## src/rtl/control_sequencer.sv

```systemverilog
`default_nettype none
// +--------------------------------------------------------------------------+
// | control_sequencer: fetch/decode/execute/writeback controller owning PC.  |
// | Optional single-step: define CONTROL_SEQUENCER_SINGLE_STEP_EN.           |
// | Revision: 1.0                                                            |
// +--------------------------------------------------------------------------+
module control_sequencer #(
  parameter int         ADDR_WIDTH  = 8,
  parameter logic [3:0] HALT_OPCODE = 4'hF,
  parameter logic [3:0] JUMP_OPCODE = 4'hE
) (
  input  logic                  clock,
  input  logic                  reset_n,
  input  logic                  run,
  input  logic                  clear,
`ifdef CONTROL_SEQUENCER_SINGLE_STEP_EN
  input  logic                  step,
`endif
  output logic                  imem_req,
  output logic [ADDR_WIDTH-1:0] imem_addr,
  input  logic                  imem_ack,
  input  logic [31:0]           imem_data,
  output logic [31:0]           instruction,
  output logic                  decode_enable,
  input  logic [3:0]            opcode,
  input  logic [7:0]            jump_target,
  output logic                  alu_start,
  input  logic                  alu_done,
  output logic                  reg_write_enable,
  output logic [ADDR_WIDTH-1:0] pc,
  output logic                  busy,
  output logic                  halted
);

  typedef enum logic [2:0] {
    S_IDLE      = 3'd0,
    S_FETCH     = 3'd1,
    S_DECODE    = 3'd2,
    S_EXECUTE   = 3'd3,
    S_ALU_WAIT  = 3'd4,
    S_WRITEBACK = 3'd5,
    S_HALTED    = 3'd6
  } state_e;

  state_e                state_q, state_d;
  logic [ADDR_WIDTH-1:0] pc_q, pc_d;
  logic [31:0]           instr_q, instr_d;
  logic [ADDR_WIDTH-1:0] w_jump_addr;
  logic                  w_continue;

  generate
    if (ADDR_WIDTH > 8) begin : g_jt_zext
      assign w_jump_addr = {{(ADDR_WIDTH-8){1'b0}}, jump_target};
    end else if (ADDR_WIDTH == 8) begin : g_jt_same
      assign w_jump_addr = jump_target;
    end else begin : g_jt_trunc
      assign w_jump_addr = jump_target[ADDR_WIDTH-1:0];
    end
  endgenerate

`ifdef CONTROL_SEQUENCER_SINGLE_STEP_EN
  // Set when the current instruction was launched by a step pulse.
  logic step_q, step_d;

  always_ff @(posedge clock) begin
    if (!reset_n) step_q <= 1'b0;
    else          step_q <= step_d;
  end

  assign w_continue = run && !step_q;
`else
  assign w_continue = run;
`endif

  always_ff @(posedge clock) begin
    if (!reset_n) begin
      state_q <= S_IDLE;
      pc_q    <= '0;
      instr_q <= '0;
    end else begin
      state_q <= state_d;
      pc_q    <= pc_d;
      instr_q <= instr_d;
    end
  end

  always_comb begin
    state_d   = state_q;
    pc_d      = pc_q;
    instr_d   = instr_q;
    alu_start = 1'b0;
`ifdef CONTROL_SEQUENCER_SINGLE_STEP_EN
    step_d    = step_q;
`endif
    case (state_q)
      S_IDLE: begin
`ifdef CONTROL_SEQUENCER_SINGLE_STEP_EN
        if (step) begin
          state_d = S_FETCH;
          step_d  = 1'b1;
        end else if (run) begin
          state_d = S_FETCH;
          step_d  = 1'b0;
        end
`else
        if (run) state_d = S_FETCH;
`endif
      end
      S_FETCH: begin
        if (imem_ack) begin
          instr_d = imem_data;
          state_d = S_DECODE;
        end
      end
      S_DECODE: state_d = S_EXECUTE;
      S_EXECUTE: begin
        // HALT and JUMP are resolved here without an ALU cycle.
        if (opcode == HALT_OPCODE) begin
          state_d = S_HALTED;
        end else if (opcode == JUMP_OPCODE) begin
          pc_d    = w_jump_addr;
          state_d = w_continue ? S_FETCH : S_IDLE;
        end else begin
          alu_start = 1'b1;
          state_d   = S_ALU_WAIT;
        end
      end
      S_ALU_WAIT: begin
        if (alu_done) state_d = S_WRITEBACK;
      end
      S_WRITEBACK: begin
        pc_d    = pc_q + ADDR_WIDTH'(1);
        state_d = w_continue ? S_FETCH : S_IDLE;
      end
      S_HALTED: begin
        if (clear) begin
          pc_d    = '0;
          state_d = S_IDLE;
        end
      end
      default: state_d = S_IDLE;
    endcase
  end

  assign imem_req         = (state_q == S_FETCH);
  assign imem_addr        = pc_q;
  assign instruction      = instr_q;
  assign decode_enable    = (state_q == S_DECODE);
  assign reg_write_enable = (state_q == S_WRITEBACK);
  assign pc               = pc_q;
  assign halted           = (state_q == S_HALTED);
  assign busy             = (state_q != S_IDLE) && (state_q != S_HALTED);

endmodule
`default_nettype wire

```

## config.mk

```make
export PLATFORM = sky130hd
export DESIGN_NAME = control_sequencer
export DESIGN_NICKNAME = d
export VERILOG_FILES = /design/src/rtl/control_sequencer.sv
export SDC_FILE = /design/constraint.sdc
export NUM_CORES = 1
export LEC_CHECK = 0
export CAP_MARGIN = 0
export CORE_AREA = 2 2 79 81
export CTS_CLUSTER_DIAMETER = 120
export DETAILED_ROUTE_END_ITERATION = 7
export DIE_AREA = 0 0 81 83
export PLACE_DENSITY = 0.71
export SETUP_SLACK_MARGIN = 0.02
export SYNTH_ARGS = -nofsm -noshare
export SYNTH_HDL_FRONTEND = slang
export SYNTH_SLANG_ARGS = --single-unit
```

## constraint.sdc

```tcl
create_clock -name clock -period 3.1 [get_ports clock]
set_input_delay 0.31 -clock clock [delete_from_list [all_inputs] [get_ports clock]]
set_output_delay 0.31 -clock clock [all_outputs]
set_load 0.02 [all_outputs]
```

Word-level counts from Yosys, hierarchy flattened:

Index checks and enable logic that the tools add are counted.

* word-level logic and storage cells: 41
* bits of input ports: 50
* register bits: 43

* reduce and logical (&&, ||, !) cells: 7
* muxes and demuxes: 15
* add/sub/neg operators: 1
* eq/ne operators: 15

Operators with widths (number)
* 8-bit two-way mux: 3
* 8-bit case mux with 3 select lines: 1
* 3-bit case mux with 7 select lines: 1
* 3-bit two-way mux: 6
* 2-bit inequality test, second input constant: 5
* 3-bit equality test, second input constant: 3
* 8-bit by 1-bit adder with 8-bit output, second input constant: 1
* 4-bit equality test, second input constant: 2
* 4-bit AND reduction: 2
* 3-bit by 2-bit equality test with 1-bit output, second input constant: 2
* 3-bit nonzero test: 2
* 1-bit two-way mux: 4
* 3-bit by 1-bit equality test with 1-bit output, second input constant: 1
* 3-bit logical NOT: 1
* 3-bit inequality test, second input constant: 1
* 2-bit by 1-bit inequality test with 1-bit output, second input constant: 1
* 2-bit AND reduction: 1
* 1-bit logical AND: 1

Longest topological paths before layout:

Gate-level depths: netlist of the first run.

* depth after elaboration: 4
* mapped depth: 7
* depth with buffers taken out: 5

Least setup slack after synthesis of the first run:

OpenSTA, ideal clock, no wires.

* kind: flip-flop to output port
* start: register state_q[1]
* end: output decode_enable
* arrival time: 1.253 ns
* cell stages (with the launch flop): 4
* path slack: 1.537 ns
* path through: dfxtp_1 > buf_2 > clkbuf_1 > nor3b_1

* word-level cells in the longest chain between the ends: 1

Ends and longest elaborated chain
* start, declared: line 45 `state_e state_q, state_d;`
* start signal, assigned: line 81 `state_q <= state_d;`
* 3-bit by 2-bit equality test with 1-bit output: line 148 `assign decode_enable = (state_q == S_DECODE);`
* end, declared: line 24 `output logic decode_enable,`

Every way passes these cells.

Worst setup path in the final report of the first run:

* start: register state_q[0]
* end: output reg_write_enable

* word-level cells in the longest chain between the ends: 1

Ends and longest elaborated chain
* 3-bit equality test: line 149 `assign reg_write_enable = (state_q == S_WRITEBACK);`
* end, declared: line 29 `output logic reg_write_enable,`

Every way passes these cells.

==> impl_results.rst, run 1 <==
.. list-table::
   :header-rows: 1

   * - Metric
     - Value
   * - Total global routing track utilization
     - 16.3%
   * - Post-detailed-routing wire length
     - 5400 um
   * - Total power
     - 1.21 mW
   * - Finish-stage setup viols
     - 0
   * - Clock tree from TritonCTS
     - built
   * - Critical Path Slowest Stage Cell
     - sky130_fd_sc_hd__dfxtp_1
   * - Count of flip-flops with a built-in enable after synthesis
     - 0
   * - Dominant register cell in the synthesized netlist
     - sky130_fd_sc_hd__dfxtp_1
   * - Number of cells in the finished layout apart from fillers
     - 420
   * - Cell types occupying the most area after synthesis
     - sky130_fd_sc_hd__dfxtp_1, sky130_fd_sc_hd__nand2_1, sky130_fd_sc_hd__a21oi_1
   * - Most repeated cell in the gate-level netlist after synthesis
     - sky130_fd_sc_hd__nand2_1
   * - Hold Crit Endpoint
     - instruction[22]
   * - Largest voltage drop on the vdd net
     - 0.222 mV
   * - Routability congestion estimate
     - 0.842
   * - Final cell utilization of the core
     - 53.3%
   * - Count of buffers added by post-CTS timing repair for setup
     - 0
   * - Root buffer cell
     - sky130_fd_sc_hd__clkbuf_8
   * - Largest family of logic cells by synthesized area
     - simple AND/OR/NAND/NOR gates
   * - Fraction of the yosys area taken by sequential cells
     - 43.3%
   * - Cell taking the most area after synthesis
     - sky130_fd_sc_hd__dfxtp_1
   * - Adder-Cell Fraction of Synth Area
     - 0.630%
   * - Critical Path AT
     - 2.16 ns
   * - Via count
     - 2083
   * - Share of async-settable or async-resettable flops after synthesis
     - 0%
   * - Die Height
     - 83 um
   * - Number of standard cells after synthesis
     - 255
   * - Net count after synthesis
     - 306
   * - Kind of end point of the critical path
     - primary output
   * - Post-synthesis xor/xnor area fraction
     - 0%
   * - Largest net degree at the start of global routing
     - 34
   * - Row count
     - 28
   * - Reg2reg setup slack
     - 1.33 ns
   * - Resized Gates After CTS
     - 0
   * - Number of ports placed on the die boundary
     - 104
   * - Required time of the critical path
     - 2.79 ns
   * - Multiplexer share of the synthesized area
     - 0.504%
   * - Final cycle utilization of the critical path
     - 79.8%
   * - # nets final
     - 395
   * - Worst-case hold slack
     - 0.455 ns
   * - Final instance area
     - 3100 um^2
   * - Clock slew at reported path FFs
     - 0.08 ns
   * - Count of cells along the worst register-to-register path
     - 4
   * - Post-Route Skew
     - 0.00481 ns
   * - Post-placement cell area
     - 3000 um^2
   * - Maximum buffer depth of the clock tree
     - 2
   * - Maximum operating frequency
     - 0.404 GHz
   * - Sink Count
     - 43
   * - Synthesized flop and latch total
     - 43
   * - Buffer and inverter count on the worst path
     - 2
   * - Proportion of netlist area held by the largest area contributor
     - 43.3%
   * - Most numerous cell types in the synthesized netlist
     - sky130_fd_sc_hd__nand2_1, sky130_fd_sc_hd__dfxtp_1, sky130_fd_sc_hd__a21oi_1
   * - Leakage Power
     - 1.12 nW
   * - Final period demand of the worst path
     - 2.47 ns
   * - Mean instance size in the synthesized netlist
     - 7.79 um^2
   * - Top Family by Delay on Critical Path
     - buffers and inverters
   * - Total CTS buffers
     - 5
   * - Cell-by-cell listing of the critical path
     - nand3b_4 -> inv_1 -> clkdlybuf4s50_1
   * - Remaining Overflow, GRT
     - 0
   * - Share of post-route cells with drive strength above 1
     - 4.06%
   * - Instance count along the most critical hold path
     - 2
   * - Hpwl dp
     - 3890 um
   * - Worst flop-to-flop path startpoint
     - state_q[0]
   * - Unique masters post-synth
     - 43
   * - Number of H-tree levels
     - 2
   * - Area fraction in compound gates after synthesis
     - 21.5%
   * - First-pass GRT wire length
     - 8970 um
   * - Placed cell count
     - 412
   * - Highest cell delay on the worst timing path
     - 0.70 ns
   * - Antenna-violating nets left
     - 0
   * - Antenna violations before repair
     - 0
   * - Area of the core
     - 5820 um^2
   * - Number of global-route vias before repair
     - 1963
   * - Setup Slack @ Placement
     - 0.965 ns
   * - Die footprint
     - 6720 um^2
   * - Hold violation count in the final report
     - 0
   * - Yosys warning count
     - 0
   * - Die width
     - 81 um
   * - Clk Latency, worst-skew pair
     - 0.29 ns
   * - Endpoint of the worst-slack reg-to-reg timing path
     - imem_addr[2]
   * - Max Transition Viols Final
     - 0
   * - Max Cap Viol
     - 0
   * - Setup_tns
     - 0 ns
   * - Number of detailed-routing iterations run before antenna repair
     - 4
   * - Synth Area in Simple Gates
     - 26.8%
   * - Tightest Pin Transition
     - 0.585 ns
   * - Cts hold-fix bufs
     - 0
   * - Number of port buffers
     - 103
   * - RSZ-0062 raised after global routing
     - no
   * - Max_slew headroom
     - 60.9%
   * - Outcome
     - completed
   * - Post-route DRC violation count
     - 0
   * - Worst setup margin
     - 0.628 ns
   * - Worst min path class
     - flop to flop
   * - Worst setup path class
     - flop to primary output
   * - Worst hold start
     - instruction[22]
   * - Cell area power density
     - 390 nW/um^2
   * - Area of the mapped netlist
     - 1990 um^2
   * - Initial core utilization
     - 34.2%
   * - Largest fanout on the critical path
     - 17
   * - Detailed-route wire length per cell
     - 12.9 um
   * - Antenna diodes
     - 0
   * - Layout Area Growth over Synthesis
     - 56.0%
   * - Startpoint types
     - flop
   * - Vias per inst
     - 4.96
   * - Violation count after the first detailed-route iteration
     - 65
[worst max-delay path by stage]
stage	start	end	slack, ns	cells after the start
after floorplan	state_q[1]	decode_enable	1.54	3
after global placement	state_q[0]	reg_write_enable	1.01	3
after detailed placement	state_q[0]	reg_write_enable	0.97	3
after CTS	state_q[0]	reg_write_enable	0.64	3
after global routing	state_q[0]	reg_write_enable	0.51	3
final	state_q[0]	reg_write_enable	0.63	3
[sequential cells by signal (all words and copies together) (netlist names)]
name and count:
state_q 3, instruction 32, imem_addr 8
[routing by layer]
metal	wire length [um]	part of all wire, %	track usage [%]
met1	2340	43	20.2
met3	474	8.8	6.30
met5	0	0	0
met2	2570	48	26.8
met4	15	0.28	3.24
[layout by cell type (no fill, tap or decap), drive strengths merged, types with 4 or more instances in the layout]
cell type / netlist / routed
a21oi: 42 / 42
clkbuf: 8 / 7
clkdlybuf4s50: 0 / 103
dfxtp: 43 / 43
inv: 4 / 4
nand2: 70 / 70
nand2b: 4 / 4
nand3: 7 / 7
nand3b: 4 / 4
nor2: 9 / 9
o21ai: 4 / 4
[cells by family after synthesis]
kind of cell	count (synthesis)
buffers and inverters	28
AOI/OAI and AO/OA	69
adders and majority gates	1
DFF	43
muxes	1
and+or+nand+nor	113
[power by group]
part           internal [mW]  switching, mW
Combinational          0.131          0.109
Clock                  0.183          0.189
Sequential             0.575         0.0238
Total                  0.889          0.321
[cell type report]
class                      instances  area, um^2
clock inverter                     1        8.76
fill                             598        2720
sequential                        43         861
tap                               75        93.8
clock buffer                       7        86.3
inverter                           4        15.0
multi-input combinational        184         981
timing repair buffer             106        1050
[worst min-delay path, stage by stage (launching register included)]
cell                      delay, ns
sky130_fd_sc_hd__dfxtp_1       0.31
sky130_fd_sc_hd__nand2_1       0.05
sky130_fd_sc_hd__a21oi_1       0.05
Note: power is estimated with default switching activity, not from simulation.
==> run 2: changes to the inputs <==
==> constraint.sdc (replaced) <==
create_clock -name clock -period 2.45 [get_ports clock]
set_input_delay 0.245 -clock clock [delete_from_list [all_inputs] [get_ports clock]]
set_output_delay 0.245 -clock clock [all_outputs]
set_load 0.02 [all_outputs]
==> impl_results.rst, run 2 (synthesis results as in run 1) <==
.. list-table::
   :header-rows: 1

   * - Metric
     - Value
   * - Outcome
     - completed
   * - Startpoint types
     - flop
   * - Final cycle utilization of the critical path
     - 91.4%
   * - Total CTS buffers
     - 5
   * - Antenna-violating nets left
     - 0
   * - RSZ-0062 raised after global routing
     - no
   * - Instance count along the most critical hold path
     - 2
   * - Area of the core
     - 5820 um^2
   * - Worst setup path class
     - flop to primary output
   * - Detailed-route wire length per cell
     - 12.8 um
   * - Number of detailed-routing iterations run before antenna repair
     - 4
   * - Layout Area Growth over Synthesis
     - 57.1%
   * - Routability congestion estimate
     - 0.838
   * - Die footprint
     - 6720 um^2
   * - Resized Gates After CTS
     - 0
   * - Max Transition Viols Final
     - 0
   * - Met3 demand-to-capacity share in global routing
     - 5.65%
   * - Worst hold start
     - instruction[6]
   * - Number of global-route vias before repair
     - 1975
   * - First-pass GRT wire length
     - 8800 um
   * - Hold Crit Endpoint
     - instruction[6]
   * - Worst-case hold slack
     - 0.453 ns
   * - Maximum buffer depth of the clock tree
     - 2
   * - Root buffer cell
     - sky130_fd_sc_hd__clkbuf_8
   * - Largest fanout on the critical path
     - 18
   * - Critical Path Slowest Stage Cell
     - sky130_fd_sc_hd__dfxtp_1
   * - Die Height
     - 83 um
   * - Worst min path class
     - flop to flop
   * - Antenna diodes
     - 0
   * - Psw
     - 0.398 mW
   * - Via count
     - 2084
   * - Most frequent standard cell in the layout excluding fill and tap cells
     - sky130_fd_sc_hd__clkdlybuf4s50_1
   * - Critical Path AT
     - 1.99 ns
   * - Largest net degree at the start of global routing
     - 34
   * - Maximum operating frequency
     - 0.447 GHz
   * - Kind of end point of the critical path
     - primary output
   * - Largest voltage drop on the vdd net
     - 0.336 mV
   * - Clock slew at reported path FFs
     - 0.08 ns
   * - Clock tree from TritonCTS
     - built
   * - Reg2reg setup slack
     - 0.78 ns
   * - Post-Route Skew
     - 0.00296 ns
   * - Top Family by Delay on Critical Path
     - buffers and inverters
   * - Number of port buffers
     - 103
   * - Max_slew headroom
     - 65.4%
   * - Antenna violations before repair
     - 0
   * - Sw Share
     - 25.0%
   * - Highest cell delay on the worst timing path
     - 0.65 ns
   * - Remaining Overflow, GRT
     - 0
   * - Largest register FFs
     - 32
   * - Internal Pwr Total
     - 1.20 mW
   * - Max Cap Viol
     - 0
   * - Most used routing layer
     - met2
   * - Hpwl dp
     - 3900 um
   * - Cell area power density
     - 510 nW/um^2
   * - Hold violation count in the final report
     - 0
   * - Cell-by-cell listing of the critical path
     - nand3b_4 -> inv_1 -> clkdlybuf4s50_1
   * - Setup_tns
     - 0 ns
   * - Clk Latency, worst-skew pair
     - 0.28 ns
   * - Number of ports placed on the die boundary
     - 104
   * - Count of buffers added by post-CTS timing repair for setup
     - 0
   * - Violation count after the first detailed-route iteration
     - 88
   * - Met2 Track Usage GR
     - 27.9%
   * - Met1 demand-to-capacity share in global routing
     - 19.3%
   * - Endpoint of the worst-slack reg-to-reg timing path
     - imem_addr[4]
   * - Cell depth of the worst setup path
     - 3
   * - Total global routing track utilization
     - 16.2%
   * - Row count
     - 28
   * - Sink Count
     - 43
   * - Vias per inst
     - 4.95
   * - Commonest cells after routing, fill and taps aside
     - sky130_fd_sc_hd__clkdlybuf4s50_1, sky130_fd_sc_hd__nand2_1, sky130_fd_sc_hd__dfxtp_1, sky130_fd_sc_hd__a21oi_1, sky130_fd_sc_hd__nor2_1
   * - Die width
     - 81 um
   * - Required time of the critical path
     - 2.20 ns
   * - Combinational Power Share
     - 19.6%
   * - Post-detailed-routing wire length
     - 5380 um
   * - Post-route DRC violation count
     - 0
   * - Tightest Pin Transition
     - 0.519 ns
   * - Cts hold-fix bufs
     - 0
   * - Number of H-tree levels
     - 2
   * - Finish-stage setup viols
     - 0
   * - Count of cells along the worst register-to-register path
     - 4
   * - Buffer and inverter count on the worst path
     - 2
   * - Clock network fraction of design power
     - 33.1%
   * - Seq pwr share
     - 47.2%
   * - Final period demand of the worst path
     - 2.24 ns
   * - Worst flop-to-flop path startpoint
     - state_q[1]
   * - Share of post-route cells with drive strength above 1
     - 4.34%
   * - Initial core utilization
     - 34.2%
   * - # nets final
     - 397
   * - Leakage Power
     - 1.14 nW
## run 2: changes by cell type in the layout (fill, tap and decap cells not counted)
cell	previous run	this run
sky130_fd_sc_hd__clkbuf_8	6	5
sky130_fd_sc_hd__buf_4	3	5
sky130_fd_sc_hd__clkinv_4	1	0
sky130_fd_sc_hd__bufinv_16	0	1
## run 2: power by group through the flow
stage | sequential, mW | clock (mW) | combinational [mW]
2_1_floorplan | 0.793 | 0 | 0.118
3_3_place_gp | 0.768 | 0 | 0.313
3_5_place_dp | 0.770 | 0 | 0.315
4_1_cts | 0.753 | 0.550 | 0.315
5_1_grt | 0.758 | 0.583 | 0.339
6_report | 0.753 | 0.528 | 0.313
## run 2: worst max path at each step
stage	from	endpoint	slack [ns]
2_1_floorplan	state_q[1]	decode_enable	0.95
3_3_place_gp	state_q[2]	reg_write_enable	0.58
3_5_place_dp	state_q[1]	halted	0.52
4_1_cts	state_q[1]	reg_write_enable	0.21
5_1_grt	state_q[2]	reg_write_enable	0.1
6_report	state_q[1]	reg_write_enable	0.21
## run 2: cell type report
| cell class | count | area [um^2] |
|---|---|---|
| Clock inverter | 1 | 30.0 |
| Clock buffer | 6 | 72.6 |
| Sequential cell | 43 | 861 |
| Fill cell | 564 | 2690 |
| Inverter | 4 | 15.0 |
| Tap cell | 75 | 93.8 |
| Timing Repair Buffer | 108 | 1070 |
| Multi-Input combinational cell | 184 | 981 |
## run 2: worst reg2reg max path, delay by kind of cell, from the launching register on
family,cells,cell delay [ns]
compound gates,3,0.59
flops,1,0.65
simple gates,1,0.33
## run 2: per-layer routing
| metal | vias up | wire [um] |
|---|---|---|
| met3 | 2 | 463 |
| met2 | 69 | 2550 |
| met4 | 0 | 15 |
| li1 | 1057 | - |
| met5 | - | 0 |
| met1 | 956 | 2340 |
## run 2: through the flow
stage	utilization, %	setup WS, ns	cell area (um^2)	cells	power [mW]
floorplan	-	0.952	1990	255	0.911
global placement	51.9	0.576	3020	414	1.08
detailed placement	51.9	0.518	3020	414	1.08
global route	53.7	0.0984	3120	421	1.68
CTS	53.7	0.210	3120	421	1.62
finish	53.7	0.211	3120	421	1.59
==> run 3: changes to the inputs <==
--- a/config.mk
+++ b/config.mk
@@ -11,6 +11,7 @@
 export DETAILED_ROUTE_END_ITERATION = 7
 export DIE_AREA = 0 0 81 83
 export PLACE_DENSITY = 0.71
+export RECOVER_POWER = 25
 export SETUP_SLACK_MARGIN = 0.02
 export SYNTH_ARGS = -nofsm -noshare
 export SYNTH_HDL_FRONTEND = slang
==> impl_results.rst, run 3 (synthesis results as in run 1) <==
.. list-table::
   :header-rows: 1

   * - Metric
     - Value
   * - Number of port buffers
     - 103
   * - Cell area power density
     - 508 nW/um^2
   * - Layout Area Growth over Synthesis
     - 57.1%
   * - Initial core utilization
     - 34.2%
   * - Final cycle utilization of the critical path
     - 91.4%
   * - Max_slew headroom
     - 65.4%
   * - Area of the multi-input gates
     - 981 um^2
   * - Maximum operating frequency
     - 0.446 GHz
   * - Die footprint
     - 6720 um^2
   * - Commonest cells after routing, fill and taps aside
     - sky130_fd_sc_hd__clkdlybuf4s50_1, sky130_fd_sc_hd__nand2_1, sky130_fd_sc_hd__dfxtp_1, sky130_fd_sc_hd__a21oi_1, sky130_fd_sc_hd__dlygate4sd3_1
   * - Most frequent standard cell in the layout excluding fill and tap cells
     - sky130_fd_sc_hd__clkdlybuf4s50_1
   * - Number of detailed-routing iterations run before antenna repair
     - 4
   * - Required time of the critical path
     - 2.20 ns
   * - Critical Path AT
     - 1.99 ns
   * - Via count
     - 2080
   * - Worst setup margin
     - 0.210 ns
   * - Die Height
     - 83 um
   * - Hpwl dp
     - 3900 um
   * - Routability congestion estimate
     - 0.838
   * - Number of ports placed on the die boundary
     - 104
   * - Final period demand of the worst path
     - 2.24 ns
   * - Clock slew at reported path FFs
     - 0.08 ns
   * - Kind of end point of the critical path
     - primary output
   * - Post-detailed-routing wire length
     - 5370 um
   * - Die width
     - 81 um
   * - Antenna diodes
     - 0
   * - RSZ-0062 raised after global routing
     - no
   * - Outcome
     - completed
   * - Resized Gates After CTS
     - 0
   * - Antenna violations before repair
     - 0
   * - Antenna-violating nets left
     - 0
   * - Max Transition Viols Final
     - 0
   * - Register area
     - 861 um^2
   * - Clock tree from TritonCTS
     - built
   * - Leakage Power
     - 1.21 nW
   * - # nets final
     - 397
   * - Root buffer cell
     - sky130_fd_sc_hd__clkbuf_8
   * - Tightest Pin Transition
     - 0.518 ns
   * - Number of global-route vias before repair
     - 1975
   * - Maximum buffer depth of the clock tree
     - 2
   * - Largest fanout on the critical path
     - 14
   * - Post-Route Skew
     - 0.00334 ns
   * - Cell-by-cell listing of the critical path
     - nand3b_4 -> inv_1 -> clkdlybuf4s50_1
   * - Highest cell delay on the worst timing path
     - 0.65 ns
   * - Post-route DRC violation count
     - 0
   * - Total CTS buffers
     - 5
   * - Finish-stage setup viols
     - 0
   * - Count of buffers added by post-CTS timing repair for setup
     - 0
   * - Total global routing track utilization
     - 16.2%
   * - Max Cap Viol
     - 0
   * - Share of post-route cells with drive strength above 1
     - 4.34%
   * - Cts hold-fix bufs
     - 0
   * - Vias per inst
     - 4.94
   * - Clk Latency, worst-skew pair
     - 0.28 ns
   * - Filler cell count
     - 564
   * - Critical Path Slowest Stage Cell
     - sky130_fd_sc_hd__clkdlybuf4s50_1
   * - First-pass GRT wire length
     - 8800 um
   * - Largest voltage drop on the vdd net
     - 0.334 mV
   * - Remaining Overflow, GRT
     - 0
   * - Row count
     - 28
   * - Detailed-route wire length per cell
     - 12.8 um
   * - Number of H-tree levels
     - 2
   * - Setup Slack @ Placement
     - 0.518 ns
   * - Largest net degree at the start of global routing
     - 34
   * - Sink Count
     - 43
   * - Hold violation count in the final report
     - 0
   * - Area of the core
     - 5820 um^2
   * - Largest register FFs
     - 32
   * - Worst min path class
     - flop to flop
   * - Worst setup path class
     - flop to primary output
   * - Violation count after the first detailed-route iteration
     - 86
   * - Startpoint types
     - flop
   * - Setup_tns
     - 0 ns
## run 3: final cells by class
class                   instances  share of cell area, %
clock buffers                   6                   2.32
clock inverters                 1                  0.962
inverters                       4                  0.481
multi-input cells             184                   31.4
flip-flops and latches         43                   27.6
well taps                      75                   3.01
repair buffers                108                   34.2
## run 3: final timing paths
| path | startpoint | depth (start not counted) | slack [ns] | end |
|---|---|---|---|---|
| setup / recovery | state_q[2] | 3 | 0.21 | reg_write_enable |
| hold / removal | instruction[6] | 2 | 0.45 | instruction[6] |
| setup reg to reg | state_q[1] | 4 | 0.78 | imem_addr[4] |
| hold reg to reg | instruction[6] | 2 | 0.45 | instruction[6] |
## run 3: stage by stage
| stage | power [mW] | util (%) | cells | cell area (um^2) | hold slack (ns) |
|---|---|---|---|---|---|
| floorplan | 0.911 | - | 255 | 1990 | 0.362 |
| global placement | 1.08 | 51.9 | 414 | 3020 | 0.441 |
| detailed placement | 1.08 | 51.9 | 414 | 3020 | 0.445 |
| CTS | 1.62 | 53.7 | 421 | 3120 | 0.458 |
| global route | 1.67 | 53.7 | 421 | 3120 | 0.472 |
| finish | 1.59 | 53.7 | 421 | 3120 | 0.450 |
## run 3: power breakdown
part           total (mW)  leakage [nW]  internal [mW]  switching, mW
registers           0.752         0.349          0.728         0.0238
logic               0.306         0.811          0.162          0.144
clock network       0.528        0.0513          0.299          0.229
## run 3: layer usage
| metal | global-route usage, % | up-vias | share of wire [%] |
|---|---|---|---|
| met2 | 27.9 | 69 | 47 |
| met3 | 5.65 | 2 | 8.6 |
| met4 | 3.24 | 0 | 0.28 |
| met1 | 19.3 | 947 | 44 |
| li1 | - | 1062 | - |
| met5 | 0 | - | 0 |
## run 3: worst max-delay path: cells and delay by family (launching register included)
kind	cells	cell delay, ns
buffers and inverters	2	0.90
DFF	1	0.59
and+or+nand+nor	1	0.22
